===== config.mk =====
export PLATFORM = sky130hd
export DESIGN_NAME = enoc_switch_allocator
export DESIGN_NICKNAME = d
export VERILOG_FILES = /design/src/rtl/enoc_alloc_pkg.sv /design/src/rtl/enoc_rr_arbiter.sv /design/src/rtl/enoc_switch_allocator.sv
export SDC_FILE = /design/constraint.sdc
export NUM_CORES = 1
export LEC_CHECK = 0
export CELL_PAD_IN_SITES_DETAIL_PLACEMENT = 0
export CELL_PAD_IN_SITES_GLOBAL_PLACEMENT = 1
export CORE_MARGIN = 5
export CORE_UTILIZATION = 45
export CTS_CLUSTER_SIZE = 28
export DETAILED_ROUTE_END_ITERATION = 8
export GPL_ROUTABILITY_DRIVEN = 1
export GPL_TIMING_DRIVEN = 0
export PLACE_DENSITY_LB_ADDON = 0.08
export SLEW_MARGIN = 40
export SYNTH_ARGS = -nofsm -noshare
export SYNTH_HDL_FRONTEND = slang
export SYNTH_SLANG_ARGS = --single-unit

===== constraint.sdc =====
create_clock -name clk -period 12.4 [get_ports clk]
set_input_delay 1.86 -clock clk [delete_from_list [all_inputs] [get_ports clk]]
set_output_delay 1.86 -clock clk [all_outputs]
set_load 0.05 [all_outputs]

===== src/rtl/enoc_alloc_pkg.sv =====
// enoc_alloc_pkg
// Shared definitions for the ENoC switch allocator:
//   alloc_state_e  - per-output allocation state (IDLE / LOCKED)
//   alloc_idx_w    - width of a port index for an M-port router
//   alloc_mod_inc  - modular increment (v+1) mod m with explicit wrap,
//                    valid for any m, not only powers of two
// Configuration: ENOC_ALLOC_LOCK_EN (used by enoc_switch_allocator).
package enoc_alloc_pkg;

  typedef enum logic {
    ALLOC_IDLE   = 1'b0,
    ALLOC_LOCKED = 1'b1
  } alloc_state_e;

  function automatic int unsigned alloc_idx_w(input int unsigned m);
    return (m > 1) ? $clog2(m) : 1;
  endfunction

  function automatic int unsigned alloc_mod_inc(input int unsigned v, input int unsigned m);
    return (v + 1 >= m) ? 0 : v + 1;
  endfunction

endpackage


===== src/rtl/enoc_rr_arbiter.sv =====
// enoc_rr_arbiter
// Combinational M-way rotating-priority arbiter. The first requester found
// scanning ptr, ptr+1, ... (wrapping mod M) wins.
// Ports:
//   ptr  in  [W-1:0]  priority pointer (must be < M)
//   req  in  [0:M-1]  request per input
//   gnt  out [0:M-1]  one-hot grant
//   idx  out [W-1:0]  winning input index (0 when none)
//   any  out          at least one request present
module enoc_rr_arbiter import enoc_alloc_pkg::*; #(
  parameter int unsigned M = 5,
  localparam int unsigned W = alloc_idx_w(M)
) (
  input  logic [W-1:0] ptr,
  input  logic [0:M-1] req,
  output logic [0:M-1] gnt,
  output logic [W-1:0] idx,
  output logic         any
);

  // One extra bit so ptr+k cannot overflow before the wrap subtraction.
  logic [W:0]   sum;
  logic [W-1:0] cand;

  always_comb begin
    gnt  = '0;
    idx  = '0;
    any  = 1'b0;
    sum  = '0;
    cand = '0;
    for (int k = 0; k < int'(M); k++) begin
      sum = {1'b0, ptr} + (W+1)'(k);
      if (sum >= (W+1)'(M)) begin
        sum = sum - (W+1)'(M);
      end
      cand = sum[W-1:0];
      if (!any && req[cand]) begin
        any       = 1'b1;
        idx       = cand;
        gnt[cand] = 1'b1;
      end
    end
  end

endmodule


===== src/rtl/enoc_switch_allocator.sv =====
// enoc_switch_allocator
// Per-output wormhole switch allocator. Each output arbitrates among the
// inputs requesting it with round-robin priority and, when wormhole locking
// is compiled in, stays locked to the winning input until its tail flit is
// granted. Grants are combinational (zero-cycle latency).
// Ports:
//   clk        in                 clock
//   reset      in                 synchronous active-high reset
//   i_req      in  [0:M-1][0:M-1] one-hot output request per input
//   i_tail     in  [0:M-1]        head-of-queue flit is a tail
//   i_en       in  [0:M-1]        output can accept a flit
//   o_grant    out [0:M-1][0:M-1] o_grant[i][o]: input i -> output o
//   o_pop      out [0:M-1]        input dequeues a flit
//   o_sel      out [0:M-1][W-1:0] crossbar select per output
//   o_sel_val  out [0:M-1]        output carries a flit
// Configuration: define ENOC_ALLOC_LOCK_EN for wormhole locking; without it
// every flit is arbitrated independently and i_tail is ignored.
module enoc_switch_allocator import enoc_alloc_pkg::*; #(
  parameter int unsigned M = 5,
  localparam int unsigned W = alloc_idx_w(M)
) (
  input  logic                  clk,
  input  logic                  reset,
  input  logic [0:M-1][0:M-1]   i_req,
  input  logic [0:M-1]          i_tail,
  input  logic [0:M-1]          i_en,
  output logic [0:M-1][0:M-1]   o_grant,
  output logic [0:M-1]          o_pop,
  output logic [0:M-1][W-1:0]   o_sel,
  output logic [0:M-1]          o_sel_val
);

  // A malformed request keeps only its lowest-index set port, so an input
  // can never win two outputs in one cycle. req_col is the transpose:
  // req_col[o][i] = input i requests output o.
  logic [0:M-1][0:M-1] req_clean;
  logic [0:M-1][0:M-1] req_col;
  logic [0:M-1]        req_taken;

  always_comb begin
    req_clean = '0;
    req_col   = '0;
    req_taken = '0;
    for (int i = 0; i < int'(M); i++) begin
      for (int o = 0; o < int'(M); o++) begin
        if (!req_taken[i] && i_req[i][o]) begin
          req_taken[i]    = 1'b1;
          req_clean[i][o] = 1'b1;
        end
        req_col[o][i] = req_clean[i][o];
      end
    end
  end

  logic [0:M-1]        out_val;
  logic [0:M-1][W-1:0] out_idx;

  for (genvar gi = 0; gi < M; gi++) begin : g_out
    logic [W-1:0] ptr_q, ptr_d;
    logic [W-1:0] win_idx;
    logic         win_any;
    logic [0:M-1] unused_onehot;
    logic         val;
    logic [W-1:0] idx;

    enoc_rr_arbiter #(.M(M)) u_arb (
      .ptr (ptr_q),
      .req (req_col[gi]),
      .gnt (unused_onehot),
      .idx (win_idx),
      .any (win_any)
    );

`ifdef ENOC_ALLOC_LOCK_EN
    alloc_state_e state_q, state_d;
    logic [W-1:0] owner_q, owner_d;

    always_comb begin
      state_d = state_q;
      owner_d = owner_q;
      ptr_d   = ptr_q;
      val     = 1'b0;
      idx     = '0;
      if (state_q == ALLOC_IDLE) begin
        if (i_en[gi] && win_any) begin
          val   = 1'b1;
          idx   = win_idx;
          // Priority rotates only at packet start.
          ptr_d = W'(alloc_mod_inc(32'(win_idx), M));
          if (!i_tail[win_idx]) begin
            state_d = ALLOC_LOCKED;
            owner_d = win_idx;
          end
        end
      end else if (i_en[gi] && req_col[gi][owner_q]) begin
        // Locked: only the owner may move; bubbles and stalls just wait.
        val = 1'b1;
        idx = owner_q;
        if (i_tail[owner_q]) begin
          state_d = ALLOC_IDLE;
        end
      end
    end

    always_ff @(posedge clk) begin
      if (reset) begin
        state_q <= ALLOC_IDLE;
        owner_q <= '0;
        ptr_q   <= '0;
      end else begin
        state_q <= state_d;
        owner_q <= owner_d;
        ptr_q   <= ptr_d;
      end
    end
`else
    always_comb begin
      ptr_d = ptr_q;
      val   = 1'b0;
      idx   = '0;
      if (i_en[gi] && win_any) begin
        val   = 1'b1;
        idx   = win_idx;
        ptr_d = W'(alloc_mod_inc(32'(win_idx), M));
      end
    end

    always_ff @(posedge clk) begin
      if (reset) begin
        ptr_q <= '0;
      end else begin
        ptr_q <= ptr_d;
      end
    end
`endif

    assign out_val[gi] = val;
    assign out_idx[gi] = idx;
  end

`ifndef ENOC_ALLOC_LOCK_EN
  logic unused_tail;
  assign unused_tail = ^i_tail;
`endif

  // Fan grants out to the crossbar and input buffers; all quiet in reset.
  always_comb begin
    o_grant   = '0;
    o_pop     = '0;
    o_sel     = '0;
    o_sel_val = '0;
    if (!reset) begin
      for (int o = 0; o < int'(M); o++) begin
        if (out_val[o]) begin
          o_sel_val[o]             = 1'b1;
          o_sel[o]                 = out_idx[o];
          o_grant[out_idx[o]][o]   = 1'b1;
          o_pop[out_idx[o]]        = 1'b1;
        end
      end
    end
  end

endmodule


==> out/qor.csv, run 1 <==
stage,metric,value,unit
clock_tree,cts_buffers,3,
clock_tree,hold_buffers,0,
layout,largest-register,g_out.ptr_q,
power_and_ir_drop,p_per_area,249,nW/um2
setup_path,r2r_slack,7.37,ns
floorplanning,core-area,15000,um2
drt,routed_via_density,6.35,
placed_design,hpwlAfterDp,19400,um
timing,hold_viol,0,
timing,rsz0062_at_grt,false,
floorplanning,start_util,0.455,
layout,drive_gt1_frac,0.102,
drt,firstDrtPassIters,7,
placed_design,io_buffers,80,
timing,relSlewSlack,0.406,
hold_path,hp-start,g_out[2].ptr_q[1],
clock_tree,h-tree-depth,1,
drt,vias,7773,
timing,slew_viol_final,0,
floorplanning,rows,45,
setup_path,r2r-end,g_out[0].ptr_q[1],
timing,finClkSkew,0.000207,ns
floorplanning,die_height,133,um
yosys,netlist_area,6840,um2
yosys,synth_top_area_cell,ha_1,
setup_path,crit_path_start_kind,input pin,
yosys,avgSynthCellArea,7.18,um2
drt,wl_per_cell,19.8,um
layout,largest_reg_flops,15,
power_and_ir_drop,leakage,3.13,nW
setup_path,cp_data_arrival_time,6.60,ns
yosys,synth_top_cell_area_share,0.0915,
timing,setup_violations,0,
clock_tree,cts_root_buf,clkbuf_16,
drt,routed_wl,24200,um
yosys,async_reset_ff_frac,0,
global_routing,grt_max_degree,12,
drt,ant_nets,0,
layout,final_area,7960,um2
setup_path,reg2reg_depth,20,
timing,period_needed,8.46,ns
clock_tree,cts_tree,built,
drt,drc,0,
yosys,synthCells,953,
yosys,ys_ff_latch,15,
yosys,ys_types,104,
floorplanning,dieArea,17800,um2
setup_path,cp_max_fo,10,
timing,worstMarginPinSlew,0.879,ns
setup_path,path_class,in2out,
clock_tree,post_cts_buffers,0,
layout,largest_registers,g_out.ptr_q (15),
power_and_ir_drop,power.ir.vdd_worst,0.103,mV
yosys,synth_edf_count,0,
yosys,synth-main-ff-cell,dfxtp_1,
yosys,ys_warn_count,0,
layout,final_nets,1130,
flow_run,cap_violations,0,
placed_design,place_congestion,0.919,
global_routing,grt_pass1_vias,7145,
global_routing,antenna_found_initial,0,
layout,syn_to_final_growth,16.4,%
placed_design,placedCellCount,1221,
layout,finalNonFillerCells,1225,
setup_path,worstPathRequired,10.54,ns
hold_path,hp-class,reg2reg,
global_routing,grt_pass1_wl,38300,um
layout,antenna_cells,0,
hold_path,whs_endpoint,g_out[2].ptr_q[1],
yosys,syn_nets,1045,
global_routing,overflow,0,
setup_path,r2r-start,g_out[0].ptr_q[0],
clock_tree,clkTransAtPathRegs,0.06,ns
drt,drtIter0Drc,712,
setup_path,worstSetupEndpointType,output port,
timing,finalSetupTns,0,ns
clock_tree,clkLatencyLatePin,0.25,ns
placed_design,place_area,7880,um2
timing,finalCritPeriodShare,0.682,
floorplanning,pin_count,87,
floorplanning,die_w,133,um
clock_tree,clk_path_buf_depth,2,
global_routing,grt_usage,0.261,
clock_tree,cts_resized,0,
yosys,netlist_top_cells_area,"ha_1, dfxtp_1, nor2_1, a21oi_1, nand2_1",
hold_path,hold_depth,2,
clock_tree,clock-sinks,15,
timing,max_freq,0.118,GHz
yosys,seq_area_frac_synth,0.0439,
status,status,finished clean,
## through the flow
| step | hold WS, ns | power (mW) | setup slack [ns] | util |
|---|---|---|---|---|
| after floorplan | 0.563 | 1.46 | 4.55 | - |
| after global placement | 0.654 | 1.89 | 3.96 | 0.524 |
| after detailed placement | 0.657 | 1.89 | 4.03 | 0.524 |
| after CTS | 0.665 | 1.96 | 4.01 | 0.529 |
| after global routing | 0.734 | 2.15 | 3.72 | 0.530 |
| final | 0.673 | 1.99 | 3.94 | 0.530 |
## cell usage in the layout (no fill, tap or decap), types with 24 or more instances in the layout
| master | n |
|---|---|
| nand2b_1 | 28 |
| nor3_1 | 42 |
| ha_1 | 50 |
| nor2_1 | 76 |
| nor3b_1 | 24 |
| inv_1 | 57 |
| nor2b_1 | 26 |
| a21oi_1 | 51 |
| nand2_1 | 61 |
| buf_2 | 24 |
| nand3_1 | 26 |
| o21ai_0 | 35 |
| clkdlybuf4s50_1 | 80 |
## metal layers
metal | GRT usage | share of wire | wire length [um] | vias up
met5 | 0 | 0 | 0 | -
met4 | 0.0680 | 0.024 | 574 | 0
met3 | 0.0298 | 0.062 | 1510 | 47
met2 | 0.446 | 0.47 | 11400 | 310
met1 | 0.350 | 0.44 | 10700 | 3621
li1 | - | - | - | 3795
## worst max-delay path, cell delays in order
cell and delay [ns]:
clkdlybuf4s50_1 0.59, clkbuf_1 0.35, nor3b_1 0.34, o211ai_1 0.14, a2111oi_1 0.67, or2_2 0.24, a22oi_1 0.06, o31ai_1 0.20
a21oi_1 0.24, nor4b_1 0.77, or4b_1 0.30, clkdlybuf4s50_1 0.83
## report_power, final
part | internal [mW] | switching, mW | total (mW)
sequential | 0.0616 | 0.0296 | 0.0912
combinational | 0.685 | 1.14 | 1.83
clock | 0.0434 | 0.0263 | 0.0696
## synth_stat cells, drive strengths merged (13+ instances only)
cell type	count
a211oi	15
a21oi	56
and2	22
buf	29
clkbuf	18
dfxtp	15
ha	50
inv	63
mux2i	20
nand2	61
nand2b	29
nand3	27
nor2	78
nor2b	27
nor3	42
nor3b	24
o211ai	16
o21ai	40
or2	13
xnor2	21
## cell families after synthesis
kind of cell,count (synthesis),share of synthesized area
flip-flops,15,0.0439
XOR/XNOR,24,0.0307
buffers and inverters,111,0.0675
AO/OA/AOI/OAI,287,0.317
multiplexers,42,0.0820
adder cells (fa/ha/maj),55,0.106
AND/OR/NAND/NOR,419,0.353
## how the worst max path moves through the flow
| stage | startpoint | to |
|---|---|---|
| global placement | i_req[14] | o_pop[0] |
| CTS | i_req[14] | o_pop[0] |
| finish | i_req[14] | o_pop[0] |
| global route | i_req[14] | o_pop[0] |
| detailed placement | i_req[14] | o_pop[0] |
| floorplan | i_req[4] | o_pop[1] |
## cell type report
type	count	area, um2
well taps	188	235
multi-input cells	827	6080
plain buffers	47	221
clock buffers	3	75.1
clock inverters	1	5.00
fillers	1530	7070
flip-flops and latches	15	300
repair buffers	80	801
inverters	64	240
Power figures use the tool's default switching activity.
==> run 2: changes to the inputs <==
CORE_UTILIZATION = 42   (was 45)
clock period = 8.3 ns   (was 12.4 ns; I/O delays follow)
==> out/qor.csv, run 2 (synthesis results as in run 1) <==
stage,metric,value,unit
status,status,finished clean,
clock_tree,clkTransAtPathRegs,0.06,ns
setup_path,crit_path_start_kind,input pin,
global_routing,grt.met1_usage,0.352,
layout,nFillCells,1679,
layout,layout_commonest_cell,clkdlybuf4s50_1,
drt,ant_nets,0,
layout,final_nets,1130,
drt,routed_via_density,6.20,
drt,routed_wl,24500,um
setup_path,worstSetupEndpointType,output port,
clock_tree,cts_root_buf,clkbuf_16,
drt,drc,0,
floorplanning,rows,46,
timing,max_freq,0.138,GHz
placed_design,place_congestion,0.921,
floorplanning,start_util,0.429,
global_routing,grt_pass1_wl,38900,um
clock_tree,clkLatencyLatePin,0.26,ns
setup_path,worst_path_max_delay_cell,clkdlybuf4s50_1,
floorplanning,pin_count,87,
timing,slew_viol_final,0,
setup_path,cp_max_fo,10,
global_routing,grt_pass1_vias,7142,
timing,finalSetupTns,0,ns
layout,mostFrequentLayoutCells,"clkdlybuf4s50_1, nor2_1, nand2_1",
placed_design,hpwlAfterDp,19900,um
drt,firstDrtPassIters,5,
setup_path,cp_slowest_stage_delay,0.83,ns
global_routing,grt_usage,0.255,
clock_tree,hold_buffers,0,
layout,drive_gt1_frac,0.101,
global_routing,overflow,0,
layout,antenna_cells,0,
timing,hold_viol,0,
layout,seqCellArea,300,um2
layout,largest_reg_flops,15,
floorplanning,dieArea,18900,um2
drt,vias,7769,
floorplanning,die_w,138,um
hold_path,hp-class,reg2reg,
flow_run,cap_violations,0,
timing,relSlewSlack,0.449,
layout,finalNonFillerCells,1253,
timing,finalCritPeriodShare,0.871,
global_routing,antenna_found_initial,0,
clock_tree,cts_resized,0,
power_and_ir_drop,p_per_area,372,nW/um2
global_routing,met2_usage,0.431,
setup_path,cpMostUsedCell,clkdlybuf4s50_1,
clock_tree,h-tree-depth,1,
clock_tree,cts_tree,built,
setup_path,worstPathRequired,7.05,ns
clock_tree,post_cts_buffers,0,
global_routing,grt_busiest_layer,met2,
global_routing,grt_max_degree,12,
floorplanning,die_height,138,um
setup_path,worstPathCellList,clkdlybuf4s50_1 > clkbuf_1 > nor3b_1 > o211ai_1 > a2111oi_0 > or2_2 > a22oi_1 > o31ai_1 > a21oi_1 > nor4b_1 > or4b_1 > clkdlybuf4s50_1,
timing,period_needed,7.23,ns
layout,largest-register,g_out.ptr_q,
power_and_ir_drop,leakage,3.13,nW
power_and_ir_drop,power.ir.vdd_worst,0.185,mV
clock_tree,cts_buffers,3,
clock_tree,clock-sinks,15,
floorplanning,core-area,15900,um2
layout,multi_input_area,6080,um2
timing,finClkSkew,0.00614,ns
setup_path,path_class,in2out,
placed_design,io_buffers,80,
clock_tree,clk_path_buf_depth,2,
layout,syn_to_final_growth,16.8,%
drt,drtIter0Drc,605,
layout,largest_registers,g_out.ptr_q (15),
timing,setup_violations,0,
timing,worstMarginPinSlew,0.806,ns
timing,rsz0062_at_grt,false,
drt,wl_per_cell,19.5,um
setup_path,cp_data_arrival_time,5.99,ns
global_routing,globalRouteMet3Util,0.0263,
placed_design,placedCellCount,1249,
run 2: changes by cell type in the layout (fill, tap and decap cells not counted):
cell and delta:
a2111oi_0 +1, a2111oi_1 -1, nor4b_1 +1, nor4b_2 -1
run 2: where the power goes:
group	internal, mW	switching [mW]
Sequential	0.0921	0.0444
Combinational	1.02	1.71
Clock	0.0649	0.0400
Total	1.18	1.79
run 2: worst max-delay path: cells and delay by family:
kind	cells	cell delay, ns
AO/OA/AOI/OAI	5	1.46
buffers and inverters	3	1.76
AND/OR/NAND/NOR	4	1.51
run 2: worst paths after layout:
| kind | cells past startpoint | start | slack, ns | to |
|---|---|---|---|---|
| min reg2reg | 2 | g_out[2].ptr_q[1] | 0.67 | g_out[2].ptr_q[1] |
| max reg2reg | 20 | g_out[0].ptr_q[0] | 3.16 | g_out[0].ptr_q[1] |
| max | 12 | i_req[14] | 1.07 | o_pop[0] |
| min | 2 | g_out[2].ptr_q[1] | 0.67 | g_out[2].ptr_q[1] |
run 2: cell type report:
| cell class | count | share of cell area |
|---|---|---|
| multi-input combinational | 827 | 0.761 |
| timing repair buffer | 80 | 0.100 |
| sequential | 15 | 0.0376 |
| tap | 216 | 0.0338 |
| inverter | 64 | 0.0301 |
| buffer | 47 | 0.0277 |
| clock buffer | 3 | 0.00940 |
| clock inverter | 1 | 0.000626 |
run 2: per-layer routing:
metal  wire [um]  vias up
li1            -     3799
met1       11100     3678
met2       11500      263
met3        1390       29
met4         486        0
met5           0        -
run 2: per-stage QoR:
stage                     hold WS (ns)  total power [mW]  utilization  area (um2)  setup WS [ns]
final                            0.668              2.97        0.501        7990           1.07
after floorplan                  0.563              2.17            -        6840           1.65
after global placement           0.656              2.83        0.496        7910           1.20
after detailed placement         0.659              2.82        0.496        7910           1.17
after global routing             0.705              3.23        0.501        7990          0.910
after CTS                        0.665              2.94        0.501        7990           1.16
==> run 3: changes to the inputs <==
SKIP_CTS_REPAIR_TIMING = 1   (was not set)
==> results of run 3 <==
No change in the layout: final DEF, timing and power equal those of run 2.
